--- config.mk ---
export PLATFORM = sky130hd
export DESIGN_NAME = systolic_tile_sequencer
export DESIGN_NICKNAME = d
export VERILOG_FILES = /design/src/rtl/systolic_tile_sequencer.sv
export SDC_FILE = /design/constraint.sdc
export NUM_CORES = 1
export LEC_CHECK = 0
export BUFFER_PORTS_ARGS = -buffer_cell sky130_fd_sc_hd__buf_2
export CAP_MARGIN = 30
export CORE_MARGIN = 2
export CORE_UTILIZATION = 59
export CTS_CLUSTER_SIZE = 10
export DETAILED_ROUTE_END_ITERATION = 16
export PLACE_DENSITY = 0.83
export RECOVER_POWER = 100
export SYNTH_ARGS = -nofsm -noshare
export SYNTH_HDL_FRONTEND = slang
export SYNTH_SLANG_ARGS = --single-unit
--- constraint.sdc ---
create_clock -name clk -period 6.43 [get_ports clk]
set_input_delay 0.9645 -clock clk [delete_from_list [all_inputs] [get_ports clk]]
set_output_delay 0.9645 -clock clk [all_outputs]
set_load 0.05 [all_outputs]
--- src/rtl/systolic_tile_sequencer.sv ---
// Tile-pass sequencer for the systolic GEMM datapath: weight load, activation
// streaming, fixed-latency valid tracking and completion handshake.
module systolic_tile_sequencer #(
    parameter int PORTS    = 8,
    parameter int ROW_W    = 8,
    parameter int PIPE_LAT = 16
) (
    input  logic                     clk,
    input  logic                     rst,
    input  logic                     start,
    input  logic                     reuse_weights,
    input  logic [ROW_W-1:0]         num_rows,
    output logic                     w_load_en,
    output logic [$clog2(PORTS)-1:0] w_row_idx,
    output logic                     a_rd_en,
    output logic [ROW_W-1:0]         a_rd_addr,
    output logic                     out_valid,
    output logic [ROW_W-1:0]         out_wr_addr,
    output logic                     busy,
    output logic                     done
);
    localparam int IDX_W = $clog2(PORTS);

    localparam logic [2:0] S_IDLE   = 3'd0;
    localparam logic [2:0] S_LOAD_W = 3'd1;
    localparam logic [2:0] S_STREAM = 3'd2;
    localparam logic [2:0] S_DRAIN  = 3'd3;
    localparam logic [2:0] S_DONE   = 3'd4;

    localparam logic [ROW_W-1:0] LAST_W = ROW_W'(PORTS - 1);

    logic [2:0]          state_q, state_d;
    logic [ROW_W-1:0]    rows_q, rows_d;
    logic [ROW_W-1:0]    cnt_q, cnt_d, cnt_inc;
    logic [ROW_W-1:0]    out_addr_q, out_addr_d;
    logic [PIPE_LAT-1:0] sr_q, sr_d;
    logic [PIPE_LAT:0]   sr_shift;
    logic                w_load_en_q, a_rd_en_q, busy_q, done_q;

    assign cnt_inc  = cnt_q + ROW_W'(1);
    assign sr_shift = {sr_q, a_rd_en_q};
    assign sr_d     = sr_shift[PIPE_LAT-1:0];

    always_comb begin
        state_d = state_q;
        rows_d  = rows_q;
        cnt_d   = cnt_q;
        case (state_q)
            S_IDLE: begin
                if (start) begin
                    rows_d = num_rows;
                    cnt_d  = '0;
                    if (!reuse_weights)
                        state_d = S_LOAD_W;
                    else if (num_rows != '0)
                        state_d = S_STREAM;
                    else
                        state_d = S_DONE;
                end
            end
            S_LOAD_W: begin
                if (cnt_q == LAST_W) begin
                    cnt_d   = '0;
                    state_d = (rows_q != '0) ? S_STREAM : S_DONE;
                end else begin
                    cnt_d = cnt_inc;
                end
            end
            S_STREAM: begin
                if (cnt_inc == rows_q) begin
                    cnt_d   = '0;
                    state_d = S_DRAIN;
                end else begin
                    cnt_d = cnt_inc;
                end
            end
            S_DRAIN: begin
                // Leave while the last valid is at the tail so DONE follows it directly.
                if (sr_d == '0)
                    state_d = S_DONE;
            end
            S_DONE:  state_d = S_IDLE;
            default: state_d = S_IDLE;
        endcase
    end

    always_comb begin
        out_addr_d = out_addr_q;
        if (out_valid)
            out_addr_d = out_addr_q + ROW_W'(1);
        else if (state_q == S_DONE)
            out_addr_d = '0;
    end

    always_ff @(posedge clk) begin
        if (rst) begin
            state_q     <= S_IDLE;
            rows_q      <= '0;
            cnt_q       <= '0;
            sr_q        <= '0;
            out_addr_q  <= '0;
            w_load_en_q <= 1'b0;
            a_rd_en_q   <= 1'b0;
            busy_q      <= 1'b0;
            done_q      <= 1'b0;
        end else begin
            state_q     <= state_d;
            rows_q      <= rows_d;
            cnt_q       <= cnt_d;
            sr_q        <= sr_d;
            out_addr_q  <= out_addr_d;
            w_load_en_q <= (state_d == S_LOAD_W);
            a_rd_en_q   <= (state_d == S_STREAM);
            busy_q      <= (state_d != S_IDLE);
            done_q      <= (state_d == S_DONE);
        end
    end

    // The shared counter is zero outside LOAD_W/STREAM, so idle addresses read 0.
    assign w_load_en   = w_load_en_q;
    assign w_row_idx   = cnt_q[IDX_W-1:0];
    assign a_rd_en     = a_rd_en_q;
    assign a_rd_addr   = cnt_q;
    assign out_valid   = sr_q[PIPE_LAT-1];
    assign out_wr_addr = out_addr_q;
    assign busy        = busy_q;
    assign done        = done_q;

endmodule

==> results of run 1 <==
## per-stage QoR
stage	cell area (um2)	total power, mW	setup WS [ns]
floorplan	2130	0.393	3.96
global placement	2310	0.412	3.85
detailed placement	2310	0.414	3.84
CTS	2370	0.551	4.14
global route	2340	0.572	3.30
finish	2340	0.547	3.55
## state kept, by name, indices dropped and copies added (netlist names)
name / cells
busy: 1
sr_q: 16
a_rd_addr: 8
a_rd_en: 1
state_q: 3
w_load_en: 1
done: 1
rows_q: 8
out_wr_addr: 8
## synth_stat cells, types with 2 or more instances
| master | number |
|---|---|
| nand4_1 | 3 |
| nand3_1 | 8 |
| nor4b_1 | 2 |
| xor2_1 | 3 |
| or4_1 | 2 |
| dfxtp_1 | 47 |
| nand2_1 | 32 |
| or3_1 | 3 |
| xnor2_1 | 8 |
| o21ai_0 | 4 |
| nand2b_1 | 3 |
| nor3_1 | 3 |
| and3_1 | 4 |
| o41ai_1 | 5 |
| nor2b_1 | 19 |
| inv_1 | 3 |
| clkbuf_1 | 6 |
| nor4_1 | 8 |
| mux2_2 | 3 |
| a21oi_1 | 20 |
| a31oi_1 | 2 |
| o2111ai_1 | 5 |
| mux2i_1 | 2 |
| ha_1 | 2 |
| buf_4 | 3 |
| nor2_1 | 11 |
## final cells by class
type | instances | area [um2]
multi-input combinational | 173 | 1120
fill | 300 | 1080
sequential | 47 | 941
timing repair buffer | 35 | 144
tap | 46 | 57.6
clock buffer | 6 | 41.3
clock inverter | 2 | 16.3
inverter | 3 | 11.3
## cell families (layout without fill, tap and decap cells)
kind of cell | Yosys count | after routing | synth area share
adders and majority gates | 2 | 2 | 0.0117
and+or+nand+nor | 107 | 107 | 0.276
buffers and inverters | 14 | 46 | 0.0340
xor gates and xnor gates | 11 | 11 | 0.0452
AOI/OAI and AO/OA | 48 | 48 | 0.166
DFF | 47 | 47 | 0.441
muxes | 5 | 5 | 0.0252
## power breakdown
part | total [mW] | switching (mW) | leakage, nW | internal, mW
Combinational | 0.0943 | 0.0639 | 0.404 | 0.0304
Clock | 0.141 | 0.0964 | 0.0289 | 0.0443
Sequential | 0.312 | 0.0113 | 0.381 | 0.301
## cells in the final DEF, fill, tap and decap left out, types with 8 or more instances in the layout
master and instances:
dfxtp_1 47, nor4_1 8, xnor2_1 8, buf_2 10
nand3_1 8, nand2_1 32, nor2b_1 19, nor2_1 11
a21oi_1 20, clkbuf_1 26
## per-layer routing
metal  routed length [um]  up-vias  GRT usage
li1                     -      907          -
met1                 2110      829      0.300
met2                 1980       46      0.367
met3                  213        6     0.0599
met4                   64        0     0.0957
met5                    0        -          0
## worst max path at each step
stage	slack (ns)	from	end
floorplan	3.96	a_rd_addr[2]	a_rd_addr[2]
global placement	3.85	num_rows[0]	busy
detailed placement	3.84	num_rows[0]	busy
CTS	4.14	a_rd_addr[0]	busy
global route	3.30	rst	a_rd_addr[7]
finish	3.55	rst	a_rd_addr[7]
## critical path: stages
cell and delay [ns]:
clkbuf_1 1.39, nor3_1 0.37, o2111ai_1 0.24, o41ai_1 0.11
==> metrics.md, run 1 <==
| Metric | Value |
|---|---|
| Initial antenna violation count | 0 |
| Warnings, synthesis | 0 |
| DRT iter0 DRCs | 117 |
| Critical path required time | about 6.6 ns |
| Max Slew Vio Count | 49 |
| Total die area | between 4000 and 5000 um2 |
| RSZ-0062 raised after global routing | no |
| Max Buffers Root-to-Sink | 2 |
| Overflow after GRT | 0 |
| Post-Synthesis Cells | 234 |
| DRT Pass-1 Iters | 4 |
| Layout Skew | 0.00708 ns |
| Flops & latches, synth | 47 |
| Synthesized Nets | 248 |
| Min Hold Slack | approximately 0.48 ns |
| Max IR drop VDD | 0.165 mV |
| Synth area leaders | dfxtp_1 44%, nand2_1 5.6%, nor2b_1 5.6% |
| Placed Cells | just over 300 |
| Post-route ant nets | 0 |
| Postcts setup bufs | 0 |
| Average wire per standard cell | roughly 14 um |
| Rel. slew slack | -0.313 |
| HP Class | flop to flop |
| Crit start category | primary input |
| CTS tree | done |
| Yosys top cell area share | 0.441 |
| R2r startpoint | a_rd_addr[2] |
| Layout cell share with drive strength beyond 1 | 0.120 |
| Max Freq | 347 MHz |
| Setup Viol. Count Final | 0 |
| CTS clk-pin slew, worst paths | 0.14 ns |
| Post-Route Utilization | 0.684 |
| Vias in the first global route | roughly 1.7k |
| Hold path cells | 1 |
| Status | complete, but fails checks |
| Flop2flop setup slack | approximately 4 ns |
| Final min period | 2.88 ns |
| DRC Markers | 0 |
| CTS-repair resized insts | 0 |
| Most used DFF post-synth | dfxtp_1 |
| Core area | 3420 um2 |
| # diodes | 0 |
| CP arrival | 3.08 ns |
| EDFF count, synth | 0 |
| Final hold vios | 0 |
| RD Place Congestion | 0.828 |
| Max-cap check violation count | 1 |
| Failing checks | capacitance limit, slew limit |
| Initial core utilization | 0.624 |
| Layout area overhead | 9.57% |
| Post-synthesis sequential area ratio | 0.441 |
| Cell Area, Synth | 2130 um2 |
| First-pass GRT wire length | roughly 7500 um |
| Number of cells on the worst reg-to-reg path | 6 |
| Clk_lat worst skew | roughly 0.37 ns |
| Worst-margin pin slew | roughly 2 ns |
| CTS root buf | clkbuf_4 |
| Cell taking the most area after synthesis | dfxtp_1 |
| Final Non-Filler Cells | between 300 and 400 |
| Routed WL | 4360 um |
| FFs w/ async S/R, synth | 0 |
| CP Capture Type | flop |
| Max H-tree Level | 2 |
| Via/cell ratio | 5.73 |
| DR vias | 1,788 |
| Io pins | 36 |
| Worst r2r dst | a_rd_addr[4] |
| Hold EP | sr_q[13] |
| GRT Resource Usage Total | 0.231 |
| Die H | between 60 and 70 um |
| Nets | about 280 |
| Post-synth cell types | 49 |
| Rows | 21 |
| Setup tns final | 0 ns |
| Hold path start | sr_q[12] |
| DP HPWL | 3110 um |
| Die Span X | 64.1 um |
| P_leak | 0.813 nW |
| Final Cycle Share | 0.448 |
| Synthesized area per cell | roughly 9 um2 |
| # hold bufs at CTS | 0 |
| CP Class | primary input to flop |
| PD cells | roughly 230 nW/um2 |
| Largest net degree at the start of global routing | 49 |
| Total CTS buffers | 5 |
| Worst Path Max Fanout | 48 |
| PortBufs | 35 |
| Number of sinks on the clock net | 47 |
(Power assumes the default switching activity.)
==> inputs of run 2 (changes only) <==
--- a/config.mk
+++ b/config.mk
@@ -5,13 +5,14 @@
 export SDC_FILE = /design/constraint.sdc
 export NUM_CORES = 1
 export LEC_CHECK = 0
+export ABC_AREA = 1
 export BUFFER_PORTS_ARGS = -buffer_cell sky130_fd_sc_hd__buf_2
 export CAP_MARGIN = 30
 export CORE_MARGIN = 2
-export CORE_UTILIZATION = 59
+export CORE_UTILIZATION = 50
 export CTS_CLUSTER_SIZE = 10
 export DETAILED_ROUTE_END_ITERATION = 16
-export PLACE_DENSITY = 0.83
+export PLACE_DENSITY = 0.75
 export RECOVER_POWER = 100
 export SYNTH_ARGS = -nofsm -noshare
 export SYNTH_HDL_FRONTEND = slang
==> constraint.sdc (replaced) <==
create_clock -name clk -period 2.6 [get_ports clk]
set_input_delay 0.39 -clock clk [delete_from_list [all_inputs] [get_ports clk]]
set_output_delay 0.39 -clock clk [all_outputs]
set_load 0.05 [all_outputs]
==> run 2 against run 1 <==
Effect of this change:
- the run now ends clean
- register-to-register slack worse by 3.7 ns
- critical path type is now flop to flop
- critical path depth up 8
- wire length is 15% higher
- synthesized cell count grew 44%
- via count increased by 23%
==> metrics.md, run 2 <==
| Metric | Value |
|---|---|
| Max Slew Vio Count | 0 |
| CP arrival | around 2.4 ns |
| Rows | 24 |
| Worst Path Max Fanout | 8 |
| DRC Markers | 0 |
| Comb power frac | 0.161 |
| Post-Synthesis Cells | 338 |
| Yosys top cell area share | 0.412 |
| Average wire per standard cell | 11.8 um |
| Setup Viol. Count Final | 0 |
| Clock share of power | 0.323 |
| Overflow after GRT | 0 |
| Nets | just under 400 |
| Max IR drop VDD | about 0.39 mV |
| Max Buffers Root-to-Sink | 2 |
| P_leak | 1.16 nW |
| Clk_lat worst skew | 0.30 ns |
| CTS-repair resized insts | 0 |
| Synth area leaders | dfxtp_1 41%, nand2_1 12%, inv_1 10% |
| Initial antenna violation count | 0 |
| Crit-path cells | ha_1 > nand2_2 > nor2_4 > nand3_1 > nand3_1 > nand2_1 > nor2_4 > nand3_1 > nand3_1 > nand3_1 > nand2_1 > inv_1 |
| # hold bufs at CTS | 0 |
| Final Cycle Share | 0.835 |
| Setup tns final | 0 ns |
| GRT Resource Usage Total | 0.212 |
| DRT Pass-1 Iters | 4 |
| Worst r2r dst | a_rd_addr[7] |
| Number of cells on the worst reg-to-reg path | 12 |
| Synthesized Nets | 352 |
| Hold path cells | 3 |
| Final min period | 2.17 ns |
| Cell taking the most area after synthesis | dfxtp_1 |
| Largest net degree at the start of global routing | 25 |
| HP Class | primary input to flop |
| CTS root buf | clkbuf_8 |
| # diodes | 0 |
| Layout area overhead | 11.9% |
| Io pins | 36 |
| Crit start category | flop |
| Total die area | 5120 um2 |
| Cell Area, Synth | 2280 um2 |
| Final hold vios | 0 |
| Final worst slack | 0.429 ns |
| Hold path start | num_rows[0] |
| CP max-delay cell | dfxtp_1 |
| Vias in the first global route | slightly below 2k |
| CP Class | flop to flop |
| Post-synthesis sequential area ratio | 0.412 |
| Most used DFF post-synth | dfxtp_1 |
| Top post-synthesis cells by count | 73 x nand2_1, 62 x inv_1, 47 x dfxtp_1 |
| PortBufs | 35 |
| Postcts setup bufs | 0 |
| Flop2flop setup slack | roughly 0.43 ns |
| First-pass GRT wire length | 8440 um |
| Register share of total power | 0.516 |
| Die H | 71.6 um |
| Status | finished, final reports clean |
| Layout cell share with drive strength beyond 1 | 0.0882 |
| Post-synth cell types | 31 |
| Critical path required time | 2.80 ns |
| Warnings, synthesis | 0 |
| Post-Route Utilization | 0.583 |
| Total CTS buffers | 5 |
| Die Span X | between 70 and 80 um |
| Max Freq | 461 MHz |
| Placed inst area | 2500 um2 |
| Number of sinks on the clock net | 47 |
| Worst-margin pin slew | 0.964 ns |
| Placement Setup Slack | 0.678 ns |
| Max-cap check violation count | 0 |
| Initial core utilization | 0.521 |
| Hold EP | rows_q[0] |
| PD cells | ~600 nW/um2 |
| R2r startpoint | a_rd_addr[0] |
| FFs w/ async S/R, synth | 0 |
| EDFF count, synth | 0 |
| Psw | 432 uW |
| Via/cell ratio | 5.17 |
| Most frequent cells in the layout | 73 x nand2_1, 62 x inv_1, 47 x dfxtp_1 |
| Rel. slew slack | 0.357 |
| CP Capture Type | flop |
| RD Place Congestion | 0.936 |
| Flops & latches, synth | 47 |
| Max reg flops | 16 |
| CTS clk-pin slew, worst paths | approximately 0.08 ns |
| DR vias | about 2.2k |
| Most common cell after layout, fill and taps aside | nand2_1 |
| Most common cell in the netlist | nand2_1 |
| RSZ-0062 raised after global routing | no |
| Final design instance area without fill | between 2000 and 3000 um2 |
| Net Sw Frac | 0.290 |
| CTS tree | done |
| Layout Skew | about 0.0033 ns |
| DP HPWL | approximately 3700 um |
| DRT iter0 DRCs | 96 |
| CP dominant cell by count | nand3_1 |
| Worst path max stage delay | approximately 0.47 ns |
| Cell-internal power | 1.06 mW |
| Core area | 4380 um2 |
| Routed WL | 5020 um |
| Top reg by flops | sr_q |
| Synthesized area per cell | 6.76 um2 |
| Post-route ant nets | 0 |
| Max H-tree Level | 2 |
run 2: changes by cell type after synthesis, moves of 4 or more:
| cell | previous run | this run |
|---|---|---|
| inv_1 | 3 | 62 |
| nand2_1 | 32 | 73 |
| nand3_1 | 8 | 43 |
| nor2_1 | 11 | 35 |
| nor2b_1 | 19 | 0 |
| o21ai_0 | 4 | 14 |
| nor4_1 | 8 | 0 |
| xnor2_1 | 8 | 1 |
| a21oi_1 | 20 | 14 |
| nand4_1 | 3 | 8 |
| o2111ai_1 | 5 | 0 |
| o41ai_1 | 5 | 0 |
| and3_1 | 4 | 0 |
| nor3_1 | 3 | 7 |
run 2: power groups by stage:
stage | Combinational (mW) | Sequential (mW) | Clock [mW]
after floorplan | 0.160 | 0.811 | 0
after global placement | 0.245 | 0.784 | 0
after detailed placement | 0.248 | 0.785 | 0
after CTS | 0.250 | 0.768 | 0.498
after global routing | 0.266 | 0.772 | 0.533
final | 0.240 | 0.769 | 0.481
run 2: worst max-delay path by stage:
stage,start,to,slack [ns],depth (start not counted)
2_1_floorplan,a_rd_addr[0],a_rd_addr[1],0.55,12
3_3_place_gp,a_rd_addr[0],busy,0.63,8
3_5_place_dp,a_rd_addr[0],a_rd_addr[7],0.68,14
4_1_cts,a_rd_addr[0],a_rd_addr[7],0.61,14
5_1_grt,a_rd_addr[0],a_rd_addr[5],0.20,12
6_report,a_rd_addr[0],a_rd_addr[7],0.43,12
run 2: cells by family (layout without fill, tap and decap cells):
group	Yosys count	in the layout	synth area share
xor+xnor	2	2	0.00767
flops	47	47	0.412
simple gates	178	178	0.358
fa+ha+maj	2	2	0.0110
buf+inv	74	110	0.127
compound gates	35	35	0.0838
run 2: layout make-up:
type                    instances  area, um2
fillers                       428       1830
multi-input cells             217       1040
flip-flops and latches         47        941
inverters                      64        240
repair buffers                 38        166
clock buffers                   7       96.3
well taps                      52       65.1
clock inverters                 1       7.51
run 2: layer usage:
metal | part of all wire | track usage
met1 | 0.45 | 0.254
met2 | 0.49 | 0.359
met3 | 0.044 | 0.0464
met4 | 0.020 | 0.103
met5 | 0 | 0
run 2: worst max-delay path, delay by kind of cell (launching register included):
kind	cells	cell delay [ns]
fa+ha+maj	1	0.28
buf+inv	1	0.05
flops	1	0.47
simple gates	10	1.26
run 2: metrics by stage:
stage               std cells  power (mW)  hold WS (ns)
finish                    426        1.49         0.386
global route              426        1.57         0.401
CTS                       426        1.52         0.381
detailed placement        418        1.03         0.421
global placement          418        1.03         0.412
floorplan                 338       0.971         0.404
